`src/rtl/muntjac_tl_host_arbiter.sv`:
```
// Round-robin arbiter sharing one TileLink uncached host port (A/D) between NumHosts requesters.
// Define TL_ARB_FIXED_PRIO_EN to replace round-robin with fixed lowest-index-wins priority.
module muntjac_tl_host_arbiter #(
  parameter int NumHosts       = 2,
  parameter int DataWidth      = 64,
  parameter int SizeWidth      = 3,
  parameter int SourceWidth    = 2,
  parameter int APayloadWidth  = 128,
  parameter int DPayloadWidth  = 72,
  localparam int IdxWidth      = $clog2(NumHosts)
) (
  input  logic                            clk_i,
  input  logic                            rst_ni,

  input  logic                            host_a_valid_i   [NumHosts],
  output logic                            host_a_ready_o   [NumHosts],
  input  logic [2:0]                      host_a_opcode_i  [NumHosts],
  input  logic [SizeWidth-1:0]            host_a_size_i    [NumHosts],
  input  logic [SourceWidth-1:0]          host_a_source_i  [NumHosts],
  input  logic [APayloadWidth-1:0]        host_a_payload_i [NumHosts],

  output logic                            dev_a_valid_o,
  input  logic                            dev_a_ready_i,
  output logic [2:0]                      dev_a_opcode_o,
  output logic [SizeWidth-1:0]            dev_a_size_o,
  output logic [SourceWidth+IdxWidth-1:0] dev_a_source_o,
  output logic [APayloadWidth-1:0]        dev_a_payload_o,

  input  logic                            dev_d_valid_i,
  output logic                            dev_d_ready_o,
  input  logic [2:0]                      dev_d_opcode_i,
  input  logic [SizeWidth-1:0]            dev_d_size_i,
  input  logic [SourceWidth+IdxWidth-1:0] dev_d_source_i,
  input  logic [DPayloadWidth-1:0]        dev_d_payload_i,

  output logic                            host_d_valid_o   [NumHosts],
  input  logic                            host_d_ready_i   [NumHosts],
  output logic [2:0]                      host_d_opcode_o  [NumHosts],
  output logic [SizeWidth-1:0]            host_d_size_o    [NumHosts],
  output logic [SourceWidth-1:0]          host_d_source_o  [NumHosts],
  output logic [DPayloadWidth-1:0]        host_d_payload_o [NumHosts]
);

  localparam int                    BeatLog  = $clog2(DataWidth / 8);
  localparam logic [SizeWidth-1:0]  BeatLogW = SizeWidth'(BeatLog);
  localparam logic [SizeWidth:0]    BeatOne  = (SizeWidth + 1)'(1);
  localparam logic [IdxWidth-1:0]   LastIdx  = IdxWidth'(NumHosts - 1);

  typedef enum logic {IDLE, LOCKED} state_e;

  state_e                state_q, state_d;
  logic [IdxWidth-1:0]   grant_q, grant_d;
  logic [SizeWidth:0]    beats_left_q, beats_left_d;
`ifndef TL_ARB_FIXED_PRIO_EN
  logic [IdxWidth-1:0]   rr_ptr_q, rr_ptr_d;
`endif

  logic [IdxWidth-1:0]      arb_idx, cand, grant, next_idx;
  logic                     arb_found, any_grant, a_fire, multi_beat;
  logic                     sel_valid;
  logic [2:0]               sel_opcode;
  logic [SizeWidth-1:0]     sel_size;
  logic [SourceWidth-1:0]   sel_source;
  logic [APayloadWidth-1:0] sel_payload;
  logic [SizeWidth:0]       first_beats_m1;
  logic [IdxWidth-1:0]      d_idx;

  // Idle-time arbitration: pick the first requester in priority order.
  always_comb begin
    arb_idx   = '0;
    arb_found = 1'b0;
    cand      = '0;
`ifdef TL_ARB_FIXED_PRIO_EN
    for (int i = NumHosts - 1; i >= 0; i--) begin
      cand = IdxWidth'(i);
      if (host_a_valid_i[i]) begin
        arb_idx   = cand;
        arb_found = 1'b1;
      end
    end
`else
    for (int i = 0; i < NumHosts; i++) begin
      cand = IdxWidth'((int'(rr_ptr_q) + i) % NumHosts);
      if (!arb_found && host_a_valid_i[cand]) begin
        arb_idx   = cand;
        arb_found = 1'b1;
      end
    end
`endif
  end

  always_comb begin
    grant       = (state_q == LOCKED) ? grant_q : arb_idx;
    any_grant   = (state_q == LOCKED) || arb_found;
    sel_valid   = 1'b0;
    sel_opcode  = '0;
    sel_size    = '0;
    sel_source  = '0;
    sel_payload = '0;
    for (int i = 0; i < NumHosts; i++) begin
      if (grant == IdxWidth'(i)) begin
        sel_valid   = host_a_valid_i[i];
        sel_opcode  = host_a_opcode_i[i];
        sel_size    = host_a_size_i[i];
        sel_source  = host_a_source_i[i];
        sel_payload = host_a_payload_i[i];
      end
    end
  end

  // Only Put messages larger than one beat lock the grant.
  assign multi_beat     = (sel_opcode == 3'd0 || sel_opcode == 3'd1) && (sel_size > BeatLogW);
  assign first_beats_m1 = (BeatOne << (sel_size - BeatLogW)) - BeatOne;
  assign next_idx       = (grant == LastIdx) ? '0 : grant + IdxWidth'(1);
  assign a_fire         = dev_a_valid_o && dev_a_ready_i;

  always_ff @(posedge clk_i or negedge rst_ni) begin
    if (!rst_ni) begin
      state_q      <= IDLE;
      grant_q      <= '0;
      beats_left_q <= '0;
`ifndef TL_ARB_FIXED_PRIO_EN
      rr_ptr_q     <= '0;
`endif
    end else begin
      state_q      <= state_d;
      grant_q      <= grant_d;
      beats_left_q <= beats_left_d;
`ifndef TL_ARB_FIXED_PRIO_EN
      rr_ptr_q     <= rr_ptr_d;
`endif
    end
  end

  always_comb begin
    state_d      = state_q;
    grant_d      = grant_q;
    beats_left_d = beats_left_q;
`ifndef TL_ARB_FIXED_PRIO_EN
    rr_ptr_d     = rr_ptr_q;
`endif
    case (state_q)
      IDLE: begin
        if (a_fire) begin
          if (multi_beat) begin
            state_d      = LOCKED;
            grant_d      = grant;
            beats_left_d = first_beats_m1;
          end else begin
`ifndef TL_ARB_FIXED_PRIO_EN
            rr_ptr_d     = next_idx;
`endif
          end
        end
      end
      LOCKED: begin
        if (a_fire) begin
          beats_left_d = beats_left_q - BeatOne;
          if (beats_left_q == BeatOne) begin
            state_d  = IDLE;
`ifndef TL_ARB_FIXED_PRIO_EN
            rr_ptr_d = next_idx;
`endif
          end
        end
      end
      default: state_d = IDLE;
    endcase
  end

  // Handshake outputs are held low while reset is asserted.
  always_comb begin
    dev_a_valid_o   = rst_ni && any_grant && sel_valid;
    dev_a_opcode_o  = sel_opcode;
    dev_a_size_o    = sel_size;
    dev_a_source_o  = {grant, sel_source};
    dev_a_payload_o = sel_payload;
    for (int i = 0; i < NumHosts; i++) begin
      host_a_ready_o[i] = rst_ni && any_grant && dev_a_ready_i && (grant == IdxWidth'(i));
    end
  end

  assign d_idx = dev_d_source_i[SourceWidth +: IdxWidth];

  // An index beyond NumHosts matches no host and is silently accepted.
  always_comb begin
    dev_d_ready_o = rst_ni;
    for (int i = 0; i < NumHosts; i++) begin
      host_d_valid_o[i]   = rst_ni && dev_d_valid_i && (d_idx == IdxWidth'(i));
      host_d_opcode_o[i]  = dev_d_opcode_i;
      host_d_size_o[i]    = dev_d_size_i;
      host_d_source_o[i]  = dev_d_source_i[SourceWidth-1:0];
      host_d_payload_o[i] = dev_d_payload_i;
      if (d_idx == IdxWidth'(i)) dev_d_ready_o = rst_ni && host_d_ready_i[i];
    end
  end

endmodule

```
`config.mk`:
```
export PLATFORM = sky130hd
export DESIGN_NAME = muntjac_tl_host_arbiter
export DESIGN_NICKNAME = d
export VERILOG_FILES = /design/src/rtl/muntjac_tl_host_arbiter.sv
export SDC_FILE = /design/constraint.sdc
export NUM_CORES = 1
export LEC_CHECK = 0
export BUFFER_PORTS_ARGS = -buffer_cell sky130_fd_sc_hd__buf_4
export CAP_MARGIN = 10
export CORE_AREA = 2 2 262 264
export DETAILED_ROUTE_END_ITERATION = 7
export DIE_AREA = 0 0 264 266
export PLACE_DENSITY_LB_ADDON = 0.15
export SYNTH_ARGS = -nofsm -noshare
export SYNTH_HDL_FRONTEND = slang
export SYNTH_SLANG_ARGS = --single-unit
```
`constraint.sdc`:
```
create_clock -name clk_i -period 2.8 [get_ports clk_i]
set_input_delay 0 -clock clk_i [delete_from_list [all_inputs] [get_ports clk_i]]
set_output_delay 0 -clock clk_i [all_outputs]
set_load 0.01 [all_outputs]
```
==> results of run 1 <==
[cells in the mapped netlist]
master,number
buf_4,175
mux2_2,122
mux2_1,15
nand2_1,8
nor2_1,8
dfrtp_1,7
a21oi_1,5
inv_1,5
nand3_1,5
a21o_1,4
nand3b_1,4
nor2b_1,4
nor3_1,4
buf_2,3
ha_1,3
mux2i_1,3
o21ai_0,3
a211oi_2,2
and2_1,2
and3_1,2
nand2b_1,2
o31ai_1,2
or3b_1,2
xnor2_1,2
a211oi_1,1
a2bb2oi_1,1
a31oi_1,1
buf_6,1
nor3b_1,1
nor4_1,1
nor4b_1,1
o21a_1,1
o21ai_1,1
o22ai_1,1
o2bb2ai_1,1
o41a_1,1
o41ai_1,1
xor2_1,1
[worst max path at each step]
stage                     startpoint             endpoint  slack [ns]
after floorplan              grant_q      beats_left_q[2]        0.68
after global placement       state_q      beats_left_q[1]        0.58
after detailed placement     state_q      beats_left_q[1]        0.61
after CTS                    state_q  dev_a_payload_o[31]        0.44
after global routing         state_q  dev_a_payload_o[33]        0.33
final                        state_q  dev_a_payload_o[25]        0.46
[metrics by stage]
stage	setup WS (ns)	hold WS, ns	instance area, sq um
2_1_floorplan	0.6829	-0.2956	3588
3_3_place_gp	0.5782	-0.1467	6598
3_5_place_dp	0.6128	-0.1497	6598
4_1_cts	0.4354	0.0001061	6686
5_1_grt	0.3340	0.00002210	6686
6_report	0.4600	0.000005445	6691
[state kept, by name, summed over array words and instances (netlist names)]
register / cells
beats_left_q: 4
grant_q: 1
rr_ptr_q: 1
state_q: 1
[kinds of logic (layout without fill, tap and decap cells)]
logic type               Yosys count  after routing
flip-flops                         7              7
adder cells (fa/ha/maj)            3              3
AND/OR/NAND/NOR                   44             44
XOR/XNOR                           3              3
AO/OA/AOI/OAI                     25             25
multiplexers                     140            140
buffers and inverters            184            438
other                              0              2
[layer usage]
| layer | share of wire [%] | GRT usage [%] |
|---|---|---|
| met2 | 51 | 9.410 |
| met4 | 3.1 | 1.735 |
| met3 | 10 | 1.682 |
| met1 | 35 | 5.449 |
| met5 | 0.18 | 0.4158 |
[report_power, final]
| part | switching [mW] | internal [mW] | leakage (nW) |
|---|---|---|---|
| registers | 0.0770 | 0.148 | 0.0814 |
| logic | 1.63 | 2.04 | 2.81 |
| clock network | 0.0569 | 0.190 | 0.0382 |
[cell type report]
type,count,area share (%)
repair buffers,429,48.54
inverters,5,0.2805
multi-input cells,215,30.82
well taps,882,16.49
diodes,2,0.07479
clock buffers,4,1.178
flip-flops and latches,7,2.618
[what timing repair did]
action	CTS	global route
hold buffers	1	0
gates resized for setup	0	0
endpoints found under the hold margin	7	0
setup buffers	0	0
==> impl_metrics.csv, run 1 <==
group,metric,value,unit
timing,max_freq,427.3,MHz
yosys,synth-seq-area-share,4.881,%
timing,worstMarginPinSlew,0.5456,ns
critical_path,rrSetupSlack,0.63,ns
grt,antenna_found_initial,0,
critical_path,cp_max_fo,59,
timing,fin_skew,0.002672,ns
final_layout,layout_common_cells,"buf_4 (426), mux2_2 (122), mux2_1 (15), nand2_1 (8), nor2_1 (8)",
critical_path,slowest_stage,"dfrtp_1",
clock_tree,clock-sinks,7,
drt,first_iter_violations,90,
grt,grt_max_degree,80,
yosys,synth_compound_area_share,5.021,%
worst_hold_path,hold_path_depth,0,
die,io_pins,664,
power,power,4.141,mW
final_layout,nFillCells,7952,
drt,antenna_left,0,
timing,finalMaxSlewViolations,0,
placed_design,place.gp.congestion,0.6913,
worst_hold_path,holdPathEnd,"host_d_source_o[1]",
yosys,synth_top_area_share,38.28,%
final_layout,regArea,175.2,sq um
power,p_leak,2.930,nW
power,powerDensity,618.9,nW/um^2
yosys,synth.area.top_cells,"mux2_2 (38%), buf_4 (37%), dfrtp_1 (4.9%)",
critical_path,path_delay_family,"buffers and inverters",
critical_path,path_cells,"nor2b_1 -> a21o_4 -> buf_12 -> buf_4 -> mux2_2 -> buf_4",
clock_tree,cts_tree,"built",
worst_hold_path,hold_start,"dev_d_source_i[1]",
die,die_x,264,um
critical_path,critPathKind,"reg -> out",
yosys,synth_xor_area_share,0.7322,%
timing,finalHoldViolCount,0,
clock_tree,clockBufferDepth,2,
timing,relSlewSlack,63.63,%
grt,grt_pass1_wl,26410,um
final_layout,fin_nets,1025,
critical_path,crit_buf_inv,3,
critical_path,worst_ep_required_time,2.80,ns
yosys,synth_cell_types,38,
die,die_h,266,um
critical_path,cp-end-kind,"primary output",
die,num_rows,96,
yosys,synth_area,3588,sq um
timing,rsz0062_at_grt,"false",
yosys,synth_top_family_by_area,"multiplexers",
final_layout,areaGrowthSynthToFinish,86.47,%
die,start_util,5.297,%
yosys,synth_nets,770,
grt,track_usage,5.123,%
timing,tns,0,ns
worst_hold_path,hp-class,"in -> out",
yosys,syn_avg_cell_area,8.839,sq um
placed_design,dp_hpwl,18260,um
placed_design,dp.cells,1537,
final_layout,layout-drive-gt1-share,84.24,%
yosys,synthMuxAreaShare,43.83,%
yosys,synth_cells,406,
grt,overflow,0,
critical_path,max_stage_delay,0.51,ns
yosys,synthAdderAreaFrac,1.046,%
clock_tree,cts_root_buf,"clkbuf_16",
yosys,synthSimpleGateAreaFrac,6.625,%
yosys,yosysWarnings,0,
critical_path,r2r_cells,7,
critical_path,cp.depth,6,
critical_path,critical_path.most_common_cell,"buf_4",
clock_tree,cts_inserted_buffers,3,
clock_tree,clk_pin_slew,0.04,ns
critical_path,worstSetupStartpointType,"register",
drt,num_vias,3827,
flow_run,maxCapViolations,0,
timing,period_needed,2.340,ns
placed_design,port_buffers,423,
timing,period_share,83.57,%
critical_path,arrival,2.34,ns
critical_path,timing.rr.start,"state_q",
clock_tree,clock_latency,0.23,ns
drt,firstDrtPassIters,4,
die,dieArea,70220,sq um
drt,drt-wirelength-per-cell,13.15,um
final_layout,stdcell_count,1544,
final_layout,post-route-util,9.877,%
yosys,ys_ff_latch,7,
power,vdd_drop_max,649.7,uV
drt,route.detailed.drc,0,
drt,drt-total-wl,20310,um
clock_tree,htreeDepth,1,
final_layout,mostFrequentLayoutCell,"buf_4",
timing,finalSetupViolations,0,
yosys,yosys.area.top_type,"mux2_2",
die,core,67750,sq um
grt,grt_pass1_vias,3991,
final_layout,multi_input_area,2062,sq um
critical_path,r2r-end,"beats_left_q[2]",
drt,via_per_inst,2.479,
status,outcome,"finished clean",
No activity file was read; power rests on OpenSTA's default activity.
==> inputs of run 2 (changes only) <==
- ABC_AREA: default -> 1
- CORE_AREA: 2 2 262 264 -> 2 2 256 258
- DIE_AREA: 0 0 264 266 -> 0 0 258 260
- clock period: 2.8 -> 2.4 ns (I/O delays scaled with it)
==> impl_metrics.csv, run 2 <==
group,metric,value,unit
placed_design,pre_cts_ws,0.4084,ns
yosys,synth_edf_count,0,
clock_tree,clockBufferDepth,2,
grt,grt_max_degree,74,
drt,antenna_left,0,
clock_tree,cts_root_buf,"clkbuf_16",
yosys,synth_nets,1065,
timing,max_freq,473.4,MHz
timing,finalMaxSlewViolations,0,
die,core,64120,sq um
yosys,synth.area.top_cells,"nand2_1 (44%), buf_4 (35%), dfrtp_1 (4.8%)",
clock_tree,post_cts_resized,0,
final_layout,post-route-util,10.38,%
final_layout,regMostFlops,"beats_left_q",
power,power,6.034,mW
final_layout,areaGrowthSynthToFinish,83.00,%
placed_design,place.gp.congestion,0.7936,
yosys,synth-seq-area-share,4.818,%
drt,drt-wirelength-per-cell,13.23,um
drt,num_vias,4858,
final_layout,layout_common_cells,"buf_4 (424), nand2_1 (423), inv_1 (18), nand3_1 (13), nor2_1 (9)",
drt,via_per_inst,2.703,
yosys,ys.flop_type,"dfrtp_1",
yosys,syn_avg_cell_area,5.187,sq um
final_layout,diodes,0,
die,start_util,5.671,%
timing,rsz0062_at_grt,"false",
timing,hold_slack,0.000005414,ns
placed_design,dp_hpwl,20490,um
die,io_pins,664,
final_layout,design_area,6654,sq um
power,powerDensity,906.8,nW/um^2
grt,grt_pass1_wl,32520,um
critical_path,path_cells,"nor2_4 -> nand2_4 -> nand2_8 -> buf_4 -> nand2_1 -> nand2_1 -> buf_4",
yosys,synth_area,3636,sq um
final_layout,mostFrequentLayoutCell,"buf_4",
final_layout,layout-drive-gt1-share,47.77,%
die,die_h,260,um
yosys,synth_cells,701,
die,num_rows,93,
timing,finalSetupViolations,0,
placed_design,port_buffers,423,
timing,finalHoldViolCount,0,
critical_path,worstSetupStartpointType,"register",
clock_tree,clk_pin_slew,0.04,ns
yosys,yosysMostFrequentCell,"nand2_1",
critical_path,worst_ep_required_time,2.40,ns
worst_hold_path,hp-class,"in -> out",
critical_path,max_stage_delay,0.49,ns
grt,antenna_found_initial,0,
placed_design,place_area,6565,sq um
timing,tns,0,ns
yosys,async_flop_share,100.0,%
placed_design,dp.cells,1792,
timing,worstMarginPinSlew,0.5541,ns
yosys,synth_top_area_share,43.67,%
grt,track_usage,6.465,%
drt,first_iter_violations,137,
critical_path,slowest_stage,"dfrtp_1",
drt,firstDrtPassIters,4,
clock_tree,htreeDepth,1,
power,vdd_drop_max,424.6,uV
flow_run,maxCapViolations,0,
critical_path,critPathKind,"reg -> out",
yosys,yosys.area.top_type,"nand2_1",
final_layout,largest_reg_flops,4,
clock_tree,cts_setup_buffers,0,
final_layout,stdcell_count,1797,
timing,fin_ws,0.2876,ns
grt,overflow,0,
status,outcome,"finished clean",
timing,period_needed,2.112,ns
drt,route.detailed.drc,0,
clock_tree,clock-sinks,7,
grt,grt_pass1_vias,4869,
critical_path,arrival,2.11,ns
drt,drt-total-wl,23770,um
yosys,synth_common_cells,"nand2_1 (423), buf_4 (169), inv_1 (18)",
timing,fin_skew,0.004157,ns
critical_path,cp_max_fo,47,
timing,relSlewSlack,63.06,%
yosys,ys_ff_latch,7,
timing,period_share,88.02,%
die,dieArea,67080,sq um
yosys,yosysWarnings,0,
critical_path,cp-end-kind,"primary output",
die,die_x,258,um
clock_tree,ctsHoldBuffers,1,
clock_tree,cts_inserted_buffers,3,
final_layout,fin_nets,1307,
yosys,synth_cell_types,29,
power,p_leak,3.715,nW
clock_tree,cts_tree,"built",
clock_tree,clock_latency,0.23,ns
final_layout,nFillCells,7621,
run 2: cell types whose count changed after synthesis, moves of 5 or more:
cell      previous run  this run
nand2_2              0         7
nand2_1              8       423
mux2_2             122         0
a21oi_1              5         0
clkbuf_1             0         6
inv_1                5        18
mux2_1              15         0
nand3_1              5        13
buf_4              175       169
buf_2                3        14
run 2: cells by family (layout without fill, tap and decap cells):
logic type / after synthesis / after routing / share of synthesized area, %
xor gates and xnor gates: 2 / 2 / 0.4818
AOI/OAI and AO/OA: 8 / 8 / 1.411
adders and majority gates: 3 / 3 / 1.032
DFF: 7 / 7 / 4.818
and+or+nand+nor: 469 / 469 / 51.96
buffers and inverters: 212 / 453 / 40.30
run 2: path summary, 6_finish.rpt:
| path | cells past startpoint | start | end | slack (ns) |
|---|---|---|---|---|
| min in group asynchronous | 2 | rst_ni | rr_ptr_q | 0.15 |
| worst max-delay path | 7 | state_q | dev_a_payload_o[68] | 0.29 |
| worst min register to register | 2 | beats_left_q[1] | beats_left_q[1] | 0.52 |
| worst min-delay path | 0 | dev_d_payload_i[27] | host_d_payload_o[27] | 0.000005 |
| max in group asynchronous | 2 | rst_ni | beats_left_q[0] | 2.09 |
| worst max register to register | 10 | state_q | beats_left_q[1] | 0.42 |
run 2: layout make-up:
cell class	count	area (sq um)	area share, %
Timing Repair Buffer	428	3253	48.89
Multi-Input combinational cell	482	1996	29.99
Tap cell	855	1070	16.08
Sequential cell	7	175.2	2.633
Inverter	21	81.33	1.222
Clock buffer	4	78.83	1.185
run 2: worst max-delay path: cells and delay by family, from the launching register on:
family	cells	cell delay, ns
buffers and inverters	2	0.61
DFF	1	0.49
and+or+nand+nor	5	0.71
run 2: power by group:
part / internal [mW] / switching [mW]
logic: 2.37 / 3.14
clock network: 0.221 / 0.0653
registers: 0.169 / 0.0636
total: 2.76 / 3.27
run 2: layer usage:
metal	up-vias	part of all wire (%)	GRT usage, %
met5	-	0	0.2137
met4	0	4.5	2.762
met3	47	12	2.797
met2	364	51	11.97
met1	2031	33	6.216
li1	2416	-	-
